File: src/rtl/dual_digit_counter.sv
// Two-digit up/down counter fed by three debounced pushbuttons, driving a dual seven-segment stage.
// Build option: define DUALSEG_BCD_EN for a 00..99 BCD counter; otherwise the counter is 8-bit hex.

module DualDigitDebounce #(
  parameter int DEBOUNCE_CYCLES = 250000
) (
  input  logic clk,
  input  logic reset,
  input  logic i_level,
  output logic o_pulse
);

  localparam int CW = $clog2(DEBOUNCE_CYCLES);
  localparam logic [CW-1:0] LAST = CW'(DEBOUNCE_CYCLES - 1);

  typedef enum logic [1:0] {IDLE, ARM, HELD, REL} state_t;

  state_t r_state;
  state_t w_nextState;
  logic [CW-1:0] r_count;
  logic [CW-1:0] w_nextCount;

  always_ff @(posedge clk) begin
    if (reset) begin
      r_state <= IDLE;
      r_count <= '0;
    end else begin
      r_state <= w_nextState;
      r_count <= w_nextCount;
    end
  end

  // The press pulse is emitted on the ARM->HELD transition itself, so the
  // counter can act on the very next edge.
  always_comb begin
    w_nextState = r_state;
    w_nextCount = r_count;
    o_pulse     = 1'b0;
    case (r_state)
      IDLE: begin
        if (i_level) begin
          w_nextState = ARM;
          w_nextCount = '0;
        end
      end
      ARM: begin
        if (!i_level) begin
          w_nextState = IDLE;
        end else if (r_count == LAST) begin
          w_nextState = HELD;
          o_pulse     = 1'b1;
        end else begin
          w_nextCount = r_count + 1'b1;
        end
      end
      HELD: begin
        if (!i_level) begin
          w_nextState = REL;
          w_nextCount = '0;
        end
      end
      REL: begin
        if (i_level) begin
          w_nextState = HELD;
        end else if (r_count == LAST) begin
          w_nextState = IDLE;
        end else begin
          w_nextCount = r_count + 1'b1;
        end
      end
      default: begin
        w_nextState = IDLE;
        w_nextCount = '0;
      end
    endcase
  end

endmodule

module dual_digit_counter #(
  parameter int DEBOUNCE_CYCLES = 250000,
  parameter int BLINK_CYCLES    = 25000000
) (
  input  logic       clk,
  input  logic       reset,
  input  logic       key_inc,
  input  logic       key_dec,
  input  logic       key_clr,
  input  logic       test_sw,
  output logic [7:0] push_out,
  output logic       blank,
  output logic       test,
  output logic       wrap
);

  localparam int TW = $clog2(BLINK_CYCLES + 1);
  localparam logic [TW-1:0] BLINK_LOAD = TW'(BLINK_CYCLES - 1);

  // Bit order: {test_sw, key_clr, key_dec, key_inc}
  logic [3:0] r_sync1;
  logic [3:0] r_sync2;

  logic w_incPulse;
  logic w_decPulse;
  logic w_clrPulse;

  logic [7:0]    r_digits;
  logic          r_blank;
  logic          r_wrap;
  logic [TW-1:0] r_timer;

  logic [7:0] w_upVal;
  logic [7:0] w_downVal;
  logic       w_upWrap;
  logic       w_downWrap;

  always_ff @(posedge clk) begin
    if (reset) begin
      r_sync1 <= '0;
      r_sync2 <= '0;
    end else begin
      r_sync1 <= {test_sw, key_clr, key_dec, key_inc};
      r_sync2 <= r_sync1;
    end
  end

  DualDigitDebounce #(.DEBOUNCE_CYCLES(DEBOUNCE_CYCLES)) u_debInc (
    .clk(clk), .reset(reset), .i_level(r_sync2[0]), .o_pulse(w_incPulse)
  );
  DualDigitDebounce #(.DEBOUNCE_CYCLES(DEBOUNCE_CYCLES)) u_debDec (
    .clk(clk), .reset(reset), .i_level(r_sync2[1]), .o_pulse(w_decPulse)
  );
  DualDigitDebounce #(.DEBOUNCE_CYCLES(DEBOUNCE_CYCLES)) u_debClr (
    .clk(clk), .reset(reset), .i_level(r_sync2[2]), .o_pulse(w_clrPulse)
  );

  always_comb begin
    w_upVal    = r_digits;
    w_downVal  = r_digits;
    w_upWrap   = 1'b0;
    w_downWrap = 1'b0;
`ifdef DUALSEG_BCD_EN
    if (r_digits[3:0] == 4'd9) begin
      w_upVal[3:0] = 4'd0;
      if (r_digits[7:4] == 4'd9) begin
        w_upVal[7:4] = 4'd0;
        w_upWrap     = 1'b1;
      end else begin
        w_upVal[7:4] = r_digits[7:4] + 4'd1;
      end
    end else begin
      w_upVal[3:0] = r_digits[3:0] + 4'd1;
    end
    if (r_digits[3:0] == 4'd0) begin
      w_downVal[3:0] = 4'd9;
      if (r_digits[7:4] == 4'd0) begin
        w_downVal[7:4] = 4'd9;
        w_downWrap     = 1'b1;
      end else begin
        w_downVal[7:4] = r_digits[7:4] - 4'd1;
      end
    end else begin
      w_downVal[3:0] = r_digits[3:0] - 4'd1;
    end
`else
    w_upVal    = r_digits + 8'd1;
    w_downVal  = r_digits - 8'd1;
    w_upWrap   = (r_digits == 8'hFF);
    w_downWrap = (r_digits == 8'h00);
`endif
  end

  // Clear outranks inc/dec; simultaneous inc and dec cancel; lamp test freezes
  // the value while the blink timer keeps running down.
  always_ff @(posedge clk) begin
    if (reset) begin
      r_digits <= 8'h00;
      r_blank  <= 1'b0;
      r_wrap   <= 1'b0;
      r_timer  <= '0;
    end else begin
      r_wrap <= 1'b0;
      if (r_timer != '0) begin
        r_timer <= r_timer - 1'b1;
      end else begin
        r_blank <= 1'b0;
      end
      if (!r_sync2[3]) begin
        if (w_clrPulse) begin
          r_digits <= 8'h00;
          r_blank  <= 1'b0;
          r_timer  <= '0;
        end else if (w_incPulse && !w_decPulse) begin
          r_digits <= w_upVal;
          if (w_upWrap) begin
            r_wrap  <= 1'b1;
            r_blank <= 1'b1;
            r_timer <= BLINK_LOAD;
          end
        end else if (w_decPulse && !w_incPulse) begin
          r_digits <= w_downVal;
          if (w_downWrap) begin
            r_wrap  <= 1'b1;
            r_blank <= 1'b1;
            r_timer <= BLINK_LOAD;
          end
        end
      end
    end
  end

  assign push_out = r_digits;
  assign blank    = r_blank;
  assign test     = r_sync2[3];
  assign wrap     = r_wrap;

endmodule

File: config.mk
export PLATFORM = sky130hd
export DESIGN_NAME = dual_digit_counter
export DESIGN_NICKNAME = d
export VERILOG_FILES = /design/src/rtl/dual_digit_counter.sv
export SDC_FILE = /design/constraint.sdc
export NUM_CORES = 1
export LEC_CHECK = 0
export ABC_CLOCK_PERIOD_IN_PS = 3500
export BUFFER_PORTS_ARGS = -buffer_cell sky130_fd_sc_hd__buf_2
export CAP_MARGIN = 20
export CELL_PAD_IN_SITES_DETAIL_PLACEMENT = 1
export CELL_PAD_IN_SITES_GLOBAL_PLACEMENT = 2
export CORE_MARGIN = 10
export CORE_UTILIZATION = 34
export DETAILED_ROUTE_END_ITERATION = 6
export PLACE_DENSITY = 0.84
export SKIP_CTS_REPAIR_TIMING = 1
export SYNTH_ARGS = -nofsm -noshare
export SYNTH_HDL_FRONTEND = slang
export SYNTH_SLANG_ARGS = --single-unit
File: constraint.sdc
create_clock -name clk -period 3.5 [get_ports clk]
set_input_delay 0.175 -clock clk [delete_from_list [all_inputs] [get_ports clk]]
set_output_delay 0.175 -clock clk [all_outputs]
set_load 0.02 [all_outputs]
# ---- Word-level counts from Yosys, hierarchy flattened
# Index checks and enable logic that the tools add are counted.
dict set report op_classes {
  reduce_logical 18
  muxes 69
  n_bitwise 1
  n_eq_ne 31
  n_addsub 6
}
# op count
set ops {}
lappend ops {{18-bit 2-to-1 mux} 15}
lappend ops {{18-bit one-hot mux with 4 select lines} 3}
lappend ops {{25-bit 2-to-1 mux} 7}
lappend ops {{18-bit by 1-bit adder with 18-bit output (second input constant)} 3}
lappend ops {{18-bit == test (second input constant)} 3}
lappend ops {{2-bit 2-to-1 mux} 18}
lappend ops {{25-bit nonzero test} 1}
lappend ops {{25-bit by 1-bit subtractor with 25-bit output (second input constant)} 1}
lappend ops {{8-bit 2-to-1 mux} 3}
lappend ops {{2-bit != test (second input constant)} 12}
lappend ops {{2-bit one-hot mux with 4 select lines} 3}
lappend ops {{4-bit AND reduction} 6}
lappend ops {{1-bit 2-to-1 mux} 20}
lappend ops {{3-bit by 2-bit != test with 1-bit output (second input constant)} 6}
lappend ops {{2-bit == test (second input constant)} 6}
lappend ops {{8-bit by 1-bit adder with 8-bit output (second input constant)} 1}
lappend ops {{8-bit == test (second input constant)} 1}
lappend ops {{8-bit zero test} 1}
lappend ops {{8-bit by 1-bit subtractor with 8-bit output (second input constant)} 1}
lappend ops {{2-bit by 1-bit == test with 1-bit output (second input constant)} 3}
lappend ops {{2-bit zero test} 3}
lappend ops {{3-bit nonzero test} 1}
lappend ops {{3-bit OR reduction} 1}
lappend ops {{1-bit logical AND} 2}
lappend ops {{3 further kinds} 4}
dict set report word_totals {
  ff_bits 103
  out_inout_bits 11
  input_bits 6
}

# ---- Depth between registers and ports, before layout
dict set report depth {
  depth_word 10
  ltp_mapped 14
}

# ---- Cells and area by module
# From an unflattened synthesis, not the netlist that was laid out.
dict set report hier_totals {
  cells_unflattened 611
  area_unflattened_um2 5481.5
}
# module area_each_um2 instances seq_area_each_um2 cells_each
set by_module_without_submodules {}
lappend by_module_without_submodules {DualDigitDebounce 1097.3 3 400.4 121}
lappend by_module_without_submodules {dual_digit_counter 2189.6 1 860.8 248}

# ---- Worst setup path before layout
# OpenSTA, ideal clock, no wires.
dict set report synth_path {
  path_type {flip-flop to flip-flop}
  from {register u_debInc.r_count[5]}
  to {register r_digits[6] (netlist: push_out[6])}
  required_ps 3378
  setup_slack_ps 133
  stages_incl_launch_ff 15
  t_arrival_ps 3245
  n_path_buf 0
  path_cell_list {dfxtp_1 nor4b_1 and4b_1 nand4_1 or3b_2 inv_1 ha_1 inv_1 fa_1 a21o_1 a21oi_1 o21bai_1 a21oi_1 nor3_1 a221o_2}
}
dict set report synth_between {
  elab_chain_len 8
}
# element line_no
set synth_rtl {}
lappend synth_rtl {{start, declared} 20} ;# logic [CW-1:0] r_count;
lappend synth_rtl {{start signal, assigned} 29} ;# r_count <= w_nextCount;
lappend synth_rtl {{18-bit == test (*)} 49} ;# end else if (r_count == LAST) begin
lappend synth_rtl {{1-bit 2-to-1 mux (*)} 49}
lappend synth_rtl {{1-bit 2-to-1 mux (*)} 47} ;# if (!i_level) begin
lappend synth_rtl {{1-bit 2-to-1 mux (*)} 39} ;# case (r_state)
lappend synth_rtl {{1-bit zero test} 200} ;# end else if (w_decPulse && !w_incPulse) begin
lappend synth_rtl {{1-bit logical AND} 200}
lappend synth_rtl {{3-bit nonzero test (no source line)} --}
lappend synth_rtl {{2-bit AND reduction (no source line)} --}
lappend synth_rtl {{end signal, assigned} 194} ;# r_digits <= w_upVal;
lappend synth_rtl {{end signal, assigned} 201} ;# r_digits <= w_downVal;
lappend synth_rtl {{end, declared} 107} ;# logic [7:0] r_digits;
# Every way passes the cells marked *; elsewhere a longest branch is shown, timed or not.
# A chain may end at the register's enable or synchronous reset.

# ---- Worst setup path in the final report
dict set report layout_path {
  from {register u_debInc.r_count[6]}
  to {register r_digits[6] (netlist: push_out[6])}
}
# Same word-level chain as after synthesis.

==> summary by stage <==
Run status
The run finished with clean final reports.

Floorplanning
The vertical extent of the die is 141.3 µm. The initial standard-cell utilization of the core is 34.52%. The total number of placement rows is 44.

In this run the horizontal extent of the chip is 141.3 µm. The floorplan step defined a die boundary enclosing 0.01995 mm². The core region is 0.01448 mm². During I/O placement, the number of pins put on the boundary was 17.

Cells and area
Counting the fill cells in the layout gives 1740. The layout-stage area growth over the synthesis result is 16.47%. The repair_antennas step left the layout with diodes totalling 0.

The net total in the final layout is 649. The layout cell share with drive strength beyond 1 is 12.44%. Cells fill 40.21% of the core in the end. After routing the design area is 0.005822 mm².

Timing
On the final layout, the worst hold slack is 25.36 ps. The count of final hold-check violations was 0. The worst path uses 92.16% of the clock period. Headroom to the max-slew limit came out at 36.71%. The setup total negative slack is 0 ps.

Once routing completed, OpenROAD measured the worst setup slack at 274.3 ps. For the pin with the worst max-slew slack, the measured transition is 941.2 ps. The total count of max-transition violations in the final report is 0. The maximum clock frequency is 310.0 MHz.

The post-route minimum period is 3226 ps. The count of final setup violators is 0. The largest clock skew in the final design is 6.200 ps. Setup repair after global routing left no endpoint under its margin.

Clock tree
The clock edge transition at the registers on the reported setup and hold paths is 70 ps. The master cell of the clock root buffer is sky130_fd_sc_hd__clkbuf_16. The longest clock path from root to sink contains 2 buffers. The clock tree from TritonCTS is done.

For the worst-skew pair, the clock arrives at the later sink with an insertion delay of 360 ps. The clock tree synthesis step divided the H-tree into 3 levels. The TritonCTS sink count is 103. TritonCTS created 9 clock buffers.

Global routing
The pin count of the biggest net entering global routing is 32. The initial antenna violation count is 0. The via count of the first global-routing pass came to 4590.

The first global-routing pass estimated 21680 µm of wire. The global routing usage summed across all routing layers is 12.94%. The final global-route overflow total is 0.

Yosys
Yosys mapped a number of flops with a built-in enable equal to 0. The cell type with the largest total area after synthesis is sky130_fd_sc_hd__dfxtp_1. The most instantiated flip-flop cell in the synthesis netlist is sky130_fd_sc_hd__dfxtp_1. After synthesis, the cell types taking the most area are sky130_fd_sc_hd__dfxtp_1, sky130_fd_sc_hd__nor2_1, sky130_fd_sc_hd__xnor2_1, sky130_fd_sc_hd__a21oi_1, sky130_fd_sc_hd__xor2_1.

The fraction of registers with async set/reset is 0%. Synthesis handed over a netlist of 595 instances. The register area share after synthesis is 41.25%. After synthesis, the most frequently instantiated cells are sky130_fd_sc_hd__dfxtp_1, sky130_fd_sc_hd__nor2_1, sky130_fd_sc_hd__a21oi_1. The top cell type by area accounts for 41.25% of the synthesized area. The number of nets handed over by synthesis was 614. Yosys instantiated no cell more often than sky130_fd_sc_hd__dfxtp_1. The area of the mapped netlist is 0.004999 mm². The count of distinct cell types in the synthesized netlist is 53. A synthesized cell averages 8.401 µm².

Counting flops and latches in the post-synthesis netlist gives 103. The number of warnings printed during yosys synthesis is 0.

Power
Internal power comes to 1.695 mW. Summed over all nets, the switching power comes to 493.4 µW. Across the VDD grid, the largest voltage drop is 0.2926 mV. The share of total power dissipated in combinational logic is 2.2%. The reported leakage power is 2.068 nW. The total power divided by cell area is 375.9 mW/mm².

The portion of total power attributed to sequential cells is 54.0%. The part of the power in the clock network is 43.9%. The share of total power consumed by net switching is 22.55%.

Critical path
The worst register-to-register path begins at u_debInc.r_count[6]$_SDFFE_PP0P_. The worst setup path is of the flop to flop kind. In this run the worst path has a maximum fanout of 7. Data on the critical path is required at its endpoint by 3750 ps. Among all stages on the critical path, the largest delay is contributed by sky130_fd_sc_hd__or3b_4. The worst endpoint data arrival time is 3470 ps. For flop-to-flop paths, the worst setup slack is 270 ps.

In this design, the stage delay of the slowest critical-path cell is 390 ps. STA classifies the critical path startpoint as a flop. The worst setup path is captured at a flop. Counting cells, the worst reg-to-reg path comes to 14. The worst register-to-register path ends at push_out[6]$_SDFFE_PP0P_. The signal on the critical path passes through nor4b_4, nor2b_4, nand4_1, or3b_4, inv_1, ha_2, inv_4, fa_2, a21o_1, a21oi_1, o21bai_1, a21oi_2, nor3_1, a221o_2.

Placement
At the end of routability-driven placement, the weighted congestion stood at 0.8075. The worst slack at placement is -190.4 ps. The area after detailed placement is 0.005425 mm². The count of buffers inserted at the top-level ports is 16. The wire-length estimate of the detail-placed layout is 8904 µm.

Drt
After detailed routing, the average wire length per cell comes to 15.29 µm. Once detail routing completed, the nets flagged for antenna violations numbered 0. The final layout contains routed wiring with a total length of 12530 µm.

The detailed router finished its first iteration with 195 violations. The first-pass iteration count of the detailed router is 4. After detailed routing, the number of vias per cell comes to 5.292. The final routed DRC violation total is 0. The number of vias in the routed layout is 4334.

Worst hold path
The worst hold path passes through 2 cells. The hold path startpoint is key_inc. The hold path endpoint is r_sync1[0]$_SDFF_PP0_. The path class of the lowest-slack min-delay path is primary input to flop.

Run
The max-cap violation count is 0.
critical path, delay by kind of cell, from the launching register on:
family,cells,cell delay [ps]
DFF,1,340
and+or+nand+nor,5,1110
buffers and inverters,2,160
adders and majority gates,2,570
AOI/OAI and AO/OA,5,940
routing by layer:
layer / routed length, µm / global-route usage [%] / share of wire [%] / vias to the layer above
met4: 224 / 4.239 / 1.8 / 0
met1: 5623 / 15.16 / 45 / 2099
met2: 6302 / 21.99 / 50 / 45
met5: 0 / 0 / 0 / -
met3: 374 / 3.905 / 3.0 / 19
li1: - / - / - / 2171
worst max path at each step:
stage / startpoint / to / slack, ps / cells past startpoint
floorplan: u_debInc.r_count[5]$_SDFFE_PP0P_ / push_out[6]$_SDFFE_PP0P_ / 130 / 14
global placement: u_debInc.r_count[6]$_SDFFE_PP0P_ / push_out[7]$_SDFFE_PP0P_ / -20 / 14
detailed placement: u_debInc.r_count[6]$_SDFFE_PP0P_ / push_out[7]$_SDFFE_PP0P_ / -190 / 14
CTS: u_debInc.r_count[6]$_SDFFE_PP0P_ / push_out[7]$_SDFFE_PP0P_ / -210 / 14
global route: u_debInc.r_count[10]$_SDFFE_PP0P_ / push_out[6]$_SDFFE_PP0P_ / 60 / 14
finish: u_debInc.r_count[6]$_SDFFE_PP0P_ / push_out[6]$_SDFFE_PP0P_ / 270 / 14
power groups by stage:
| stage | Clock, mW | Combinational [mW] | Sequential [mW] |
|---|---|---|---|
| 3_3_place_gp | 0 | 0.0469 | 1.21 |
| 5_1_grt | 1.06 | 0.0538 | 1.18 |
| 4_1_cts | 1.00 | 0.0486 | 1.18 |
| 6_report | 0.960 | 0.0474 | 1.18 |
| 2_1_floorplan | 0 | 0.0313 | 1.21 |
| 3_5_place_dp | 0 | 0.0483 | 1.21 |
logic make-up after synthesis:
family                     after synthesis  synth area share (%)
xor gates and xnor gates                58                 10.16
muxes                                    5                 1.001
AOI/OAI and AO/OA                      102                 12.06
and+or+nand+nor                        277                 29.16
adders and majority gates               13                 3.404
DFF                                    103                 41.25
buffers and inverters                   37                 2.954
cell usage in the layout (no fill, tap or decap), drive strengths merged, types with 4 or more instances in the layout:
master and n:
dfxtp 103, nor4b 6, inv 20, nand3b 8, nor2 83, a21oi 52
a22oi 5, nor3 25, xor2 26, a211oi 4, a21o 7, xnor2 32
clkbuf 12, nand4 13, or4 4, and3 9, nor4 16, o21ai 18
mux2i 5, ha 12, nor2b 14, nand3 28, or3 13, buf 42
nand2 38, a31oi 4
metrics by stage:
step / total power, mW / instances
2_1_floorplan: 1.239 / 595
3_3_place_gp: 1.255 / 802
3_5_place_dp: 1.256 / 802
4_1_cts: 2.230 / 818
5_1_grt: 2.293 / 819
6_report: 2.188 / 819
cell type report:
| class | instances | area (µm²) | share of cell area (%) |
|---|---|---|---|
| Multi-Input combinational cell | 455 | 2904 | 49.88 |
| Sequential cell | 103 | 2062 | 35.42 |
| Timing Repair Buffer | 42 | 275.3 | 4.728 |
| Clock buffer | 12 | 246.5 | 4.234 |
| Tap cell | 184 | 230.2 | 3.954 |
| Inverter | 19 | 73.82 | 1.268 |
| Clock inverter | 4 | 30.03 | 0.5158 |
flip-flops by register name, summed over array words and instances (netlist names), named ones only:
| register | cells |
|---|---|
| r_sync1 | 4 |
| u_debClr.r_count | 18 |
| blank | 1 |
| r_sync2 | 4 |
| u_debInc.r_count | 18 |
| r_timer | 25 |
| u_debDec.r_state | 1 |
| u_debInc.r_state | 1 |
| u_debClr.r_state | 1 |
| u_debDec.r_count | 18 |
| wrap | 1 |
| push_out | 8 |
Note: power is estimated with default switching activity, not from simulation.
